### src/rtl/lbdr_param_if.sv
// Purpose : FIFO-head view presented to the LBDR unit (flit at head of the input FIFO).
// Ports   : empty, flit_id, dst_addr ({y,x}), rd.
//           The master is the input FIFO side; the slave is lbdr_param.
interface lbdr_param_if #(
  parameter int X_W = 2,
  parameter int Y_W = 2
);
  logic                 empty;
  logic [2:0]           flit_id;
  logic [X_W+Y_W-1:0]   dst_addr;
  logic                 rd;

  modport master (output empty, flit_id, dst_addr, rd);
  modport slave  (input  empty, flit_id, dst_addr, rd);
endinterface

### src/rtl/lbdr_param.sv
// Purpose : registered LBDR route computation; holds a one-hot N/E/W/S/L request per packet.
// Latency : 1 cycle header->ports, 1 cycle tail-dequeue->ports cleared.
// Backpr. : none applied; the FIFO owner dequeues via rd, only the tail with rd=1 releases.
// Ports   : clk, rst (sync, active-high); fifo (lbdr_param_if.slave); cur_addr_rst/Rxy_rst/Cx_rst
//           reset-time programming; cfg_we/cfg_rxy/cfg_cx run-time reprogramming, cfg_busy while
//           an update is deferred; Nport/Eport/Wport/Sport/Lport requests; route_err.
// Option  : define LBDR_ROUTE_ERR_EN to build the sticky unroutable-header flag (else tied 0).
module lbdr_param #(
  parameter int X_W = 2,
  parameter int Y_W = 2
) (
  input  logic               clk,
  input  logic               rst,
  lbdr_param_if.slave        fifo,
  input  logic [X_W+Y_W-1:0] cur_addr_rst,
  input  logic [7:0]         Rxy_rst,
  input  logic [3:0]         Cx_rst,
  input  logic               cfg_we,
  input  logic [7:0]         cfg_rxy,
  input  logic [3:0]         cfg_cx,
  output logic               cfg_busy,
  output logic               Nport,
  output logic               Eport,
  output logic               Wport,
  output logic               Sport,
  output logic               Lport,
  output logic               route_err
);
  localparam int AW = X_W + Y_W;

  typedef enum logic {IDLE, ROUTED} state_t;

  state_t         state;
  logic [AW-1:0]  cur_addr;
  logic [7:0]     rxy, rxy_hold;
  logic [3:0]     cx, cx_hold;
  logic           cfg_pend;
  logic [4:0]     port_q;     // {N,E,W,S,L}

  // ---------------- route computation ----------------
  logic [AW-1:0]  dst;
  logic [X_W-1:0] x_cur, x_dst;
  logic [Y_W-1:0] y_cur, y_dst;
  logic           n1, s1, e1, w1;
  logic           rne, rnw, ren, res, rwn, rws, rse, rsw;
  logic           cn, ce, cw, cs;
  logic [4:0]     route_vec;
  logic           is_hdr, is_tail_rd;

  assign dst   = fifo.dst_addr;
  assign x_cur = cur_addr[X_W-1:0];
  assign y_cur = cur_addr[AW-1:X_W];
  assign x_dst = dst[X_W-1:0];
  assign y_dst = dst[AW-1:X_W];

  // y grows southward, so a smaller row index lies to the north
  assign n1 = (y_dst < y_cur);
  assign s1 = (y_dst > y_cur);
  assign e1 = (x_dst > x_cur);
  assign w1 = (x_dst < x_cur);

  assign {rne, rnw, ren, res, rwn, rws, rse, rsw} = rxy;
  assign {cn, ce, cw, cs} = cx;

  assign route_vec[4] = cn & ((n1 & ~e1 & ~w1) | (n1 & e1 & rne) | (n1 & w1 & rnw));
  assign route_vec[3] = ce & ((e1 & ~n1 & ~s1) | (e1 & n1 & ren) | (e1 & s1 & res));
  assign route_vec[2] = cw & ((w1 & ~n1 & ~s1) | (w1 & n1 & rwn) | (w1 & s1 & rws));
  assign route_vec[1] = cs & ((s1 & ~e1 & ~w1) | (s1 & e1 & rse) | (s1 & w1 & rsw));
  assign route_vec[0] = ~n1 & ~e1 & ~w1 & ~s1;

  assign is_hdr     = ~fifo.empty & (fifo.flit_id == 3'b001);
  assign is_tail_rd = ~fifo.empty & (fifo.flit_id == 3'b100) & fifo.rd;

  // ---------------- packet FSM and configuration ----------------
  always_ff @(posedge clk) begin
    if (rst) begin
      state    <= IDLE;
      port_q   <= '0;
      cur_addr <= cur_addr_rst;
      rxy      <= Rxy_rst;
      cx       <= Cx_rst;
      rxy_hold <= '0;
      cx_hold  <= '0;
      cfg_pend <= 1'b0;
    end else begin
      unique case (state)
        IDLE: begin
          if (is_hdr) begin
            port_q <= route_vec;
            state  <= ROUTED;
          end
        end
        ROUTED: begin
          if (is_tail_rd) begin
            port_q <= '0;
            state  <= IDLE;
          end
        end
        default: state <= IDLE;
      endcase

      // Rxy/Cx never change under a live packet; writes made while ROUTED are parked
      // and applied in the first IDLE cycle. A header accepted at that same edge was
      // already routed above with the old values.
      if (state == ROUTED) begin
        if (cfg_we) begin
          rxy_hold <= cfg_rxy;
          cx_hold  <= cfg_cx;
          cfg_pend <= 1'b1;
        end
      end else if (cfg_we) begin
        rxy      <= cfg_rxy;
        cx       <= cfg_cx;
        cfg_pend <= 1'b0;
      end else if (cfg_pend) begin
        rxy      <= rxy_hold;
        cx       <= cx_hold;
        cfg_pend <= 1'b0;
      end
    end
  end

  assign {Nport, Eport, Wport, Sport, Lport} = port_q;
  assign cfg_busy = cfg_pend;

`ifdef LBDR_ROUTE_ERR_EN
  logic cfg_apply;
  logic err_q;

  assign cfg_apply = (state == IDLE) & (cfg_we | cfg_pend);

  // A dead-end header is judged against the pre-update tables, so it wins over
  // an update applied at the same edge.
  always_ff @(posedge clk) begin
    if (rst)
      err_q <= 1'b0;
    else if ((state == IDLE) && is_hdr && (route_vec == 5'b0))
      err_q <= 1'b1;
    else if (cfg_apply)
      err_q <= 1'b0;
  end

  assign route_err = err_q;
`else
  assign route_err = 1'b0;
`endif

endmodule

### src/flat_wrapper.sv
// flat-port wrapper written by rule: the top's interface ports become plain ports
module lbdr_param_flat 
#(
  parameter int X_W = 2,
  parameter int Y_W = 2
)
  (clk, rst, cur_addr_rst, Rxy_rst, Cx_rst, cfg_we, cfg_rxy, cfg_cx, cfg_busy, Nport, Eport, Wport, Sport, Lport, route_err, fifo_empty, fifo_flit_id, fifo_dst_addr, fifo_rd);
  lbdr_param_if #(.X_W(X_W), .Y_W(Y_W)) fifo_i ();
  input  logic clk;
  input  logic rst;
  input  logic [X_W+Y_W-1:0] cur_addr_rst;
  input  logic [7:0] Rxy_rst;
  input  logic [3:0] Cx_rst;
  input  logic cfg_we;
  input  logic [7:0] cfg_rxy;
  input  logic [3:0] cfg_cx;
  output logic cfg_busy;
  output logic Nport;
  output logic Eport;
  output logic Wport;
  output logic Sport;
  output logic Lport;
  output logic route_err;
  input wire logic [$bits(fifo_i.empty)-1:0] fifo_empty;
  input wire logic [$bits(fifo_i.flit_id)-1:0] fifo_flit_id;
  input wire logic [$bits(fifo_i.dst_addr)-1:0] fifo_dst_addr;
  input wire logic [$bits(fifo_i.rd)-1:0] fifo_rd;
  assign fifo_i.empty = fifo_empty;
  assign fifo_i.flit_id = fifo_flit_id;
  assign fifo_i.dst_addr = fifo_dst_addr;
  assign fifo_i.rd = fifo_rd;
  lbdr_param #(.X_W(X_W), .Y_W(Y_W)) u_core (.clk(clk), .rst(rst), .fifo(fifo_i), .cur_addr_rst(cur_addr_rst), .Rxy_rst(Rxy_rst), .Cx_rst(Cx_rst), .cfg_we(cfg_we), .cfg_rxy(cfg_rxy), .cfg_cx(cfg_cx), .cfg_busy(cfg_busy), .Nport(Nport), .Eport(Eport), .Wport(Wport), .Sport(Sport), .Lport(Lport), .route_err(route_err));
endmodule
### config.mk
export PLATFORM = sky130hd
export DESIGN_NAME = lbdr_param_flat
export DESIGN_NICKNAME = d
export VERILOG_FILES = /design/src/rtl/lbdr_param_if.sv /design/src/rtl/lbdr_param.sv /design/src/flat_wrapper.sv
export SDC_FILE = /design/constraint.sdc
export NUM_CORES = 1
export LEC_CHECK = 0
export CAP_MARGIN = 30
export CELL_PAD_IN_SITES_DETAIL_PLACEMENT = 1
export CELL_PAD_IN_SITES_GLOBAL_PLACEMENT = 2
export CORE_MARGIN = 2
export CORE_UTILIZATION = 25
export CTS_BUF_LIST = sky130_fd_sc_hd__clkbuf_4 sky130_fd_sc_hd__clkbuf_8
export DETAILED_ROUTE_END_ITERATION = 6
export MAX_ROUTING_LAYER = met4
export PLACE_DENSITY_LB_ADDON = 0.1
export SLEW_MARGIN = 5
export SYNTH_ARGS = -nofsm -noshare
export SYNTH_HDL_FRONTEND = slang
export SYNTH_SLANG_ARGS = --single-unit
### constraint.sdc
create_clock -name clk -period 5.2 [get_ports clk]
set_input_delay 1.04 -clock clk [delete_from_list [all_inputs] [get_ports clk]]
set_output_delay 1.04 -clock clk [all_outputs]
set_load 0.01 [all_outputs]
# Word level (Yosys, flattened, before mapping)

Cells that the tools add are included.

Muxes and demuxes: 14
Order comparisons: 4
Reduce and logical (&&, ||, !) cells: 5
Equal/unequal tests: 5
Bitwise logic cells: 44

Operators by type and width:

| cell                 | count |
|---|---|
| $mux W8              | 4 |
| $and A1 B1 Y1        | 30 |
| $mux W4              | 4 |
| $mux W5              | 2 |
| $pmux W5 S2          | 1 |
| $or A1 B1 Y1         | 8 |
| $not A1 Y1           | 6 |
| $reduce_and A2 Y1    | 3 |
| $gt A2 B2 Y1         | 2 |
| $lt A2 B2 Y1         | 2 |
| $ne A2 B2 Y1 const B | 2 |
| $eq A3 B1 Y1 const B | 1 |
| $eq A3 B3 Y1 const B | 1 |
| $reduce_bool A3 Y1   | 1 |
| $mux W1              | 2 |
| $ne A2 B1 Y1 const B | 1 |
| $pmux W1 S2          | 1 |
| $reduce_or A2 Y1     | 1 |

Word-level logic and storage cells: 80
Input bits: 40
Bits in registers: 35
Output and inout bits: 7

# Longest topological paths before layout

Gate-level depths: netlist of run 1.

Depth in word-level cells: 9
Depth in mapped cells: 6
Gate-level depth less buffers: 6

# Worst setup path after synthesis of run 1

OpenSTA, ideal clock, no wires.

Path type: input-to-reg
From: input port cfg_we
To: register u_core.cx[0], enable pin
Path buffers: 2
Arrival time: 2147 ps
Data required time: 4817 ps
Library setup time: 384 ps
Cell stages on the path: 4
Path slack: 2669 ps
Cells stage by stage: buf_2 buf_2 nor2_1 o21bai_1

Word-level cells in the longest chain between the ends: 2

Ends and longest elaborated chain:

| what                                | RTL line           | RTL |
|---|---|---|
| start: declaration                  | flat_wrapper.sv:14 | `input logic cfg_we;` |
| $reduce_bool A3 Y1 (no source line) | n/a                |  |
| $reduce_and A2 Y1 (no source line)  | n/a                |  |
| end signal: assignment              | lbdr_param.sv:81   | `cx <= Cx_rst;` |
| end signal: assignment              | lbdr_param.sv:113  | `cx <= cfg_cx;` |
| end signal: assignment              | lbdr_param.sv:117  | `cx <= cx_hold;` |
| end: declaration                    | lbdr_param.sv:36   | `logic [3:0] cx, cx_hold;` |

No other way between the ends.
A chain may end at the register's enable or synchronous reset.

# Worst setup path after layout of run 1

From: input port rst
To: register u_core.rxy[1] (data pin)

Word-level cells in the longest chain between the ends: 1

Ends and longest elaborated chain:

| what                   | RTL line           | RTL |
|---|---|---|
| start: declaration     | flat_wrapper.sv:10 | `input logic rst;` |
| $mux W8                | lbdr_param.sv:76   | `if (rst) begin` |
| end signal: assignment | lbdr_param.sv:80   | `rxy <= Rxy_rst;` |
| end signal: assignment | lbdr_param.sv:112  | `rxy <= cfg_rxy;` |
| end signal: assignment | lbdr_param.sv:116  | `rxy <= rxy_hold;` |
| end: declaration       | lbdr_param.sv:35   | `logic [7:0] rxy, rxy_hold;` |

No other way between the ends.

==> impl_metrics.tcl, run 1 <==
set metrics [dict create \
    global_route.overflow_total 0 \
    cells_resized_by_post_cts_repair 0 \
    critical_path.reg2reg.startpoint "u_core.cur_addr[3]$_DFFE_PP_" \
    synth.avg_cell_area_um2 9.61 \
    cts_num_sinks 35 \
    drt-wirelength-per-cell_um 14.7 \
    cts.clk_slew.worst_paths_ns 0.07 \
    async_flop_share_pct 0 \
    nNetsFinal 260 \
    design.die.area_um2 7280 \
    die_w_um 85.3 \
    port_buffers 45 \
    synth_warnings 0 \
    num_rows 29 \
    post_cts.repair.setup_buffers 0 \
    rsz0062_at_grt "no" \
    post_cts_hold_buffer_count 0 \
    postPlaceCellArea_um2 2160 \
    groute.usage.overall_pct 13.4 \
    dominantRegCellSynth "sky130_fd_sc_hd__dfxtp_1" \
    grt_max_degree 30 \
    insertion_delay_ns 0.29 \
    worstHoldPathType "reg -> reg" \
    power_density_nw_per_um2 266 \
    finalWirelength_mm 4.33 \
    ios 47 \
    crit_path_start_kind "input pin" \
    yosysTopAreaCellShare_pct 29.1 \
    stdcell_area_um2 2260 \
    endpoint_of_the_most_critical_setup_path "u_core.rxy[1]$_DFFE_PP_" \
    timing.critical_path.slowest_cell_delay_ns 0.95 \
    setup_tns_ns 0 \
    post_route_cells_drive_above_1_share_pct 6.45 \
    drtPass1Iterations 4 \
    maxClockFrequency_mhz 388 \
    maximum_resistive_drop_on_vdd_mv 0.102 \
    post-route-period-util_pct 49.6 \
    starting_density_of_the_core_pct 25.9 \
    power.net_switching_uw 141 \
    cts_tree "built" \
    synth_largest_area_cell "sky130_fd_sc_hd__edfxtp_1" \
    dominant_cell_by_count_in_the_synthesized_netlist "sky130_fd_sc_hd__nand2_1" \
    worst_slew_pin_slew_ns 0.743 \
    timing_max_transition_violations_final 0 \
    worst-path-max-fanout 29 \
    core_footprint_um2 6390 \
    first_global_vias 1458 \
    synth_commonest_cells "sky130_fd_sc_hd__nand2_1, sky130_fd_sc_hd__dfxtp_1, sky130_fd_sc_hd__a21oi_1" \
    mappedNetlistNets 216 \
    route.antenna.remaining_nets 0 \
    critical_path_data_arrival_time_ns 2.59 \
    routabilityCongestion 0.804 \
    overall_power_consumption_uw 601 \
    detail_route.vias_per_cell 4.63 \
    hpwlAfterDp_mm 3.31 \
    timing.reg2reg.worst_path_depth 6 \
    max-slew-margin-rel_pct 50.3 \
    setup.worst_path.class "in -> reg" \
    routed-via-count 1362 \
    yosys-top-cells-area "sky130_fd_sc_hd__edfxtp_1, sky130_fd_sc_hd__dfxtp_1, sky130_fd_sc_hd__nand2_1, sky130_fd_sc_hd__mux2i_1, sky130_fd_sc_hd__a21oi_1" \
    timing.rr.end "u_core.port_q[0]$_SDFFE_PP0P_" \
    critical_path.endpoint_type "register" \
    crit_path_cell_trace "clkdlybuf4s50_1, buf_4, o21ai_0" \
    route.detailed.drc 0 \
    hold_viol 0 \
    seq_area_frac_synth_pct 52.1 \
    sequential_cell_fraction_of_total_power_pct 51.1 \
    fin_crit_ns 2.58 \
    cells_after_synthesis 172 \
    internal_power_uw 461 \
    cts_root_buf "sky130_fd_sc_hd__clkbuf_8" \
    die-height_um 85.3 \
    status "finished clean" \
    share_comb_of_total_power_pct 14.6 \
    synth.ff_latch_count 35 \
    static-leakage-power_uw 0.000825 \
    ctsLongestPathBuffers 2 \
    antenna_found_initial 0 \
    area_growth_pct 36.6 \
    ctsHtreeMaxLevel 2 \
    p_sw_share_pct 23.4 \
    maxCapViolCount 0 \
    critPathSlowestCell "sky130_fd_sc_hd__clkdlybuf4s50_1" \
    grt_first_pass_wirelength_mm 7.16 \
    yosys.cell_types.count 36 \
    drt-initial-drc-count 66 \
    cts_buffers 5 \
    post_synth_instance_area_um2 1650 \
    share_clk_of_total_power_pct 34.3 \
    fin_util_pct 35.4 \
    finalSetupViolCount 0 \
    regToRegSetupSlack_ns 3.44 \
    synth_enable_flop_cells 16 \
    worst-endpoint-required_ns 5.22 \
    final.setup_skew_ns 0.00595 \
    n_antenna_cell 0 \
    timing.critical_path.from "rst" \
]
==> metrics by stage <==
step | std cells | hold WS [ns] | setup slack [ns]
floorplan | 172 | 0.436 | 2.67
global placement | 285 | 0.443 | 2.23
detailed placement | 285 | 0.448 | 2.11
CTS | 293 | 0.458 | 2.42
global route | 294 | 0.487 | 2.49
finish | 294 | 0.455 | 2.62
==> state kept, by name, summed over array words and instances (netlist names) <==
register         flops
u_core.rxy           8
u_core.rxy_hold      8
u_core.cx            4
u_core.cur_addr      4
u_core.cx_hold       4
u_core.state         1
u_core.cfg_busy      1
u_core.port_q        5
==> cell type report <==
| type | count | area (um^2) |
|---|---|---|
| flip-flops and latches | 35 | 861 |
| repair buffers | 48 | 473 |
| well taps | 77 | 96.3 |
| fillers | 746 | 4130 |
| multi-input cells | 122 | 722 |
| clock buffers | 8 | 91.3 |
| inverters | 4 | 15.0 |
==> worst max-delay path, delay by kind of cell <==
kind / cells / cell delay, ns
buf+inv: 2 / 1.36
compound gates: 1 / 0.18
==> layer usage <==
layer | up-vias | global-route usage [%] | wire length, um | part of all wire [%]
li1 | 688 | - | - | -
met2 | 28 | 22.7 | 2280 | 53
met4 | 0 | 4.76 | 66 | 1.5
met3 | 7 | 3.70 | 181 | 4.2
met5 | - | - | 0 | 0
met1 | 639 | 15.2 | 1800 | 42
==> power by group through the flow <==
stage / Clock, uW / Combinational, uW / Sequential, uW
finish: 206 / 87.8 / 307
floorplan: 0 / 43.3 / 311
global route: 232 / 98.0 / 309
CTS: 215 / 89.0 / 308
detailed placement: 0 / 88.5 / 314
global placement: 0 / 85.7 / 313
==> cell usage in the layout, fill, tap and decap left out, drive strengths merged <==
master	n
clkdlybuf4s50	45
nand2	41
dfxtp	19
a21oi	17
edfxtp	16
o21ai	15
mux2i	12
clkbuf	8
inv	4
nor3	4
ha	4
buf	3
nor2	3
and2	2
and2b	2
o31a	2
nor2b	2
nor4b	2
a32o	2
nor3b	2
o21bai	1
nand3	1
nand4	1
o22ai	1
and4b	1
or4	1
nand4b	1
a2bb2oi	1
nand2b	1
o2111ai	1
or2	1
conb	1
==> how the worst min path moves through the flow <==
| stage | startpoint | to | slack, ns | cells past startpoint |
|---|---|---|---|---|
| 2_1_floorplan | u_core.cx_hold[0]$_SDFFE_PP0P_ | u_core.cx_hold[0]$_SDFFE_PP0P_ | 0.44 | 2 |
| 4_1_cts | u_core.rxy_hold[2]$_SDFFE_PP0P_ | u_core.rxy_hold[2]$_SDFFE_PP0P_ | 0.46 | 2 |
| 5_1_grt | u_core.rxy_hold[6]$_SDFFE_PP0P_ | u_core.rxy_hold[6]$_SDFFE_PP0P_ | 0.49 | 2 |
| 6_report | u_core.rxy_hold[2]$_SDFFE_PP0P_ | u_core.rxy_hold[2]$_SDFFE_PP0P_ | 0.46 | 2 |
| 3_5_place_dp | u_core.rxy_hold[2]$_SDFFE_PP0P_ | u_core.rxy_hold[2]$_SDFFE_PP0P_ | 0.45 | 2 |
| 3_3_place_gp | u_core.rxy_hold[6]$_SDFFE_PP0P_ | u_core.rxy_hold[6]$_SDFFE_PP0P_ | 0.44 | 2 |
==> cell families after synthesis <==
| group | after synthesis | share of synthesized area [%] |
|---|---|---|
| AOI/OAI and AO/OA | 40 | 14.1 |
| buffers and inverters | 15 | 4.24 |
| adders and majority gates | 4 | 3.03 |
| and+or+nand+nor | 65 | 19.1 |
| muxes | 12 | 7.27 |
| other | 1 | 0.227 |
| DFF | 35 | 52.1 |
Note: power is estimated with default switching activity, not from simulation.
==> run 2: changes to the inputs <==
==> constraint.sdc (replaced) <==
create_clock -name clk -period 2.5 [get_ports clk]
set_input_delay 0.5 -clock clk [delete_from_list [all_inputs] [get_ports clk]]
set_output_delay 0.5 -clock clk [all_outputs]
set_load 0.01 [all_outputs]
==> run 2 against run 1 <==
Via count rose by 1.8%; final cell count rose by 1.4%; critical endpoint is now u_core.port_q[0]$_SDFFE_PP0P_; power rose by 140%; hold slack improved by 0.0045 ns; largest cell class unchanged; die area did not move; setup slack got worse by 2.1 ns; core utilization rose by 1.2 points; global-route usage fell by 0.58 points.
==> impl_metrics.tcl, run 2 (same netlist as run 1, synthesis figures left out) <==
set metrics [dict create \
    status "finished clean" \
    power_density_nw_per_um2 620 \
    dpl_worst_slack_ns 0.228 \
    maximum_resistive_drop_on_vdd_mv 0.315 \
    post-route-period-util_pct 79.1 \
    timing_max_transition_violations_final 0 \
    die-height_um 85.3 \
    groute.usage.overall_pct 12.9 \
    num_rows 29 \
    grt_first_pass_wirelength_mm 6.96 \
    crit_path_start_kind "input pin" \
    post_cts.repair.setup_buffers 0 \
    critPathSlowestCell "sky130_fd_sc_hd__or4_1" \
    post_cts_hold_buffer_count 0 \
    maxClockFrequency_mhz 506 \
    overall_power_consumption_uw 1450 \
    detail_route.vias_per_cell 4.65 \
    die_w_um 85.3 \
    drt-initial-drc-count 55 \
    hold_viol 0 \
    hpwlAfterDp_mm 3.31 \
    cells_resized_by_post_cts_repair 0 \
    global_route.overflow_total 0 \
    fin_crit_ns 1.98 \
    top_regs "u_core.rxy (8), u_core.rxy_hold (8), u_core.port_q (5)" \
    grt_max_degree 28 \
    critical_path_data_arrival_time_ns 2.20 \
    rsz0062_at_grt "no" \
    cts_root_buf "sky130_fd_sc_hd__clkbuf_8" \
    route.detailed.drc 0 \
    starting_density_of_the_core_pct 25.9 \
    nNetsFinal 264 \
    sequential_cell_fraction_of_total_power_pct 44.1 \
    max-slew-margin-rel_pct 65.9 \
    finalWirelength_mm 4.29 \
    post_route_cells_drive_above_1_share_pct 8.14 \
    maxCapViolCount 0 \
    share_clk_of_total_power_pct 43.0 \
    ctsHtreeMaxLevel 2 \
    critical_path.endpoint_type "register" \
    first_global_vias 1489 \
    ctsLongestPathBuffers 2 \
    finalSetupViolCount 0 \
    cts_num_sinks 35 \
    fill_cells 726 \
    share_comb_of_total_power_pct 12.9 \
    final.setup_skew_ns 0.00700 \
    p_sw_share_pct 21.2 \
    layout.cells.most_common_list "sky130_fd_sc_hd__clkdlybuf4s50_1, sky130_fd_sc_hd__nand2_1, sky130_fd_sc_hd__dfxtp_1" \
    fin_util_pct 36.5 \
    design.die.area_um2 7280 \
    n_antenna_cell 0 \
    worst_slew_pin_slew_ns 0.512 \
    setup_tns_ns 0 \
    fin_ws_ns 0.523 \
    worst-path-max-fanout 6 \
    setup.worst_path.class "in -> reg" \
    routabilityCongestion 0.876 \
    worst-endpoint-required_ns 2.73 \
    power.net_switching_uw 306 \
    route.antenna.remaining_nets 0 \
    cpLargestDelayFamily "simple AND/OR/NAND/NOR gates" \
    core_footprint_um2 6390 \
    cts.clk_slew.worst_paths_ns 0.07 \
    antenna_found_initial 0 \
    cts_tree "built" \
    crit_path_cell_trace "clkdlybuf4s50_1, ha_1, and2b_1, o22ai_1, or4_1, a21oi_1" \
    ios 47 \
    routed-via-count 1387 \
    internal_power_uw 1140 \
    worstHoldPathType "reg -> reg" \
    cp.buffers_inverters 1 \
    drt-wirelength-per-cell_um 14.4 \
    mostFrequentLayoutCell "sky130_fd_sc_hd__clkdlybuf4s50_1" \
    static-leakage-power_uw 0.000863 \
    timing.critical_path.slowest_cell_delay_ns 0.48 \
    area_growth_pct 41.2 \
    cts_buffers 5 \
    drtPass1Iterations 4 \
    insertion_delay_ns 0.29 \
    port_buffers 45 \
]
run 2: final cells by class:
class | count | area (um^2) | area share [%]
Clock buffer | 6 | 76.3 | 3.27
Clock inverter | 2 | 60.1 | 2.57
Inverter | 4 | 15.0 | 0.643
Multi-Input combinational cell | 122 | 722 | 30.9
Sequential cell | 35 | 861 | 36.9
Tap cell | 77 | 96.3 | 4.13
Timing Repair Buffer | 52 | 503 | 21.6
run 2: power groups by stage:
stage	combinational [uW]	sequential, uW	clock [uW]
6_report	187	638	622
5_1_grt	208	641	662
4_1_cts	190	639	641
3_5_place_dp	189	651	0
3_3_place_gp	182	653	0
2_1_floorplan	90.1	647	0
run 2: metal layers:
layer / wire, um / GRT usage [%] / vias to the layer above
met4: 79 / 5.19 / 0
met1: 1940 / 15.0 / 654
li1: - / - / 698
met3: 168 / 3.31 / 7
met2: 2100 / 21.1 / 28
met5: 0 / - / -
run 2: worst paths after layout:
kind / start / to / slack (ns) / cells after the start
worst max-delay path: fifo_dst_addr[3] / u_core.port_q[0]$_SDFFE_PP0P_ / 0.52 / 6
worst min-delay path: u_core.rxy_hold[1]$_SDFFE_PP0P_ / u_core.rxy_hold[1]$_SDFFE_PP0P_ / 0.46 / 2
worst max register to register: u_core.cur_addr[3]$_DFFE_PP_ / u_core.port_q[0]$_SDFFE_PP0P_ / 0.79 / 6
worst min register to register: u_core.rxy_hold[1]$_SDFFE_PP0P_ / u_core.rxy_hold[1]$_SDFFE_PP0P_ / 0.46 / 2
run 2: metrics by stage:
| step | cell area, um^2 | hold WS, ns | std cells |
|---|---|---|---|
| 5_1_grt | 2330 | 0.487 | 298 |
| 4_1_cts | 2330 | 0.465 | 298 |
| 6_report | 2330 | 0.460 | 298 |
| 2_1_floorplan | 1650 | 0.436 | 172 |
| 3_5_place_dp | 2200 | 0.454 | 290 |
| 3_3_place_gp | 2200 | 0.442 | 290 |
run 2: worst min-delay path, delay by kind of cell (launching register included):
family	cells	cell delay [ns]
flip-flops	1	0.31
AO/OA/AOI/OAI	1	0.05
AND/OR/NAND/NOR	1	0.05
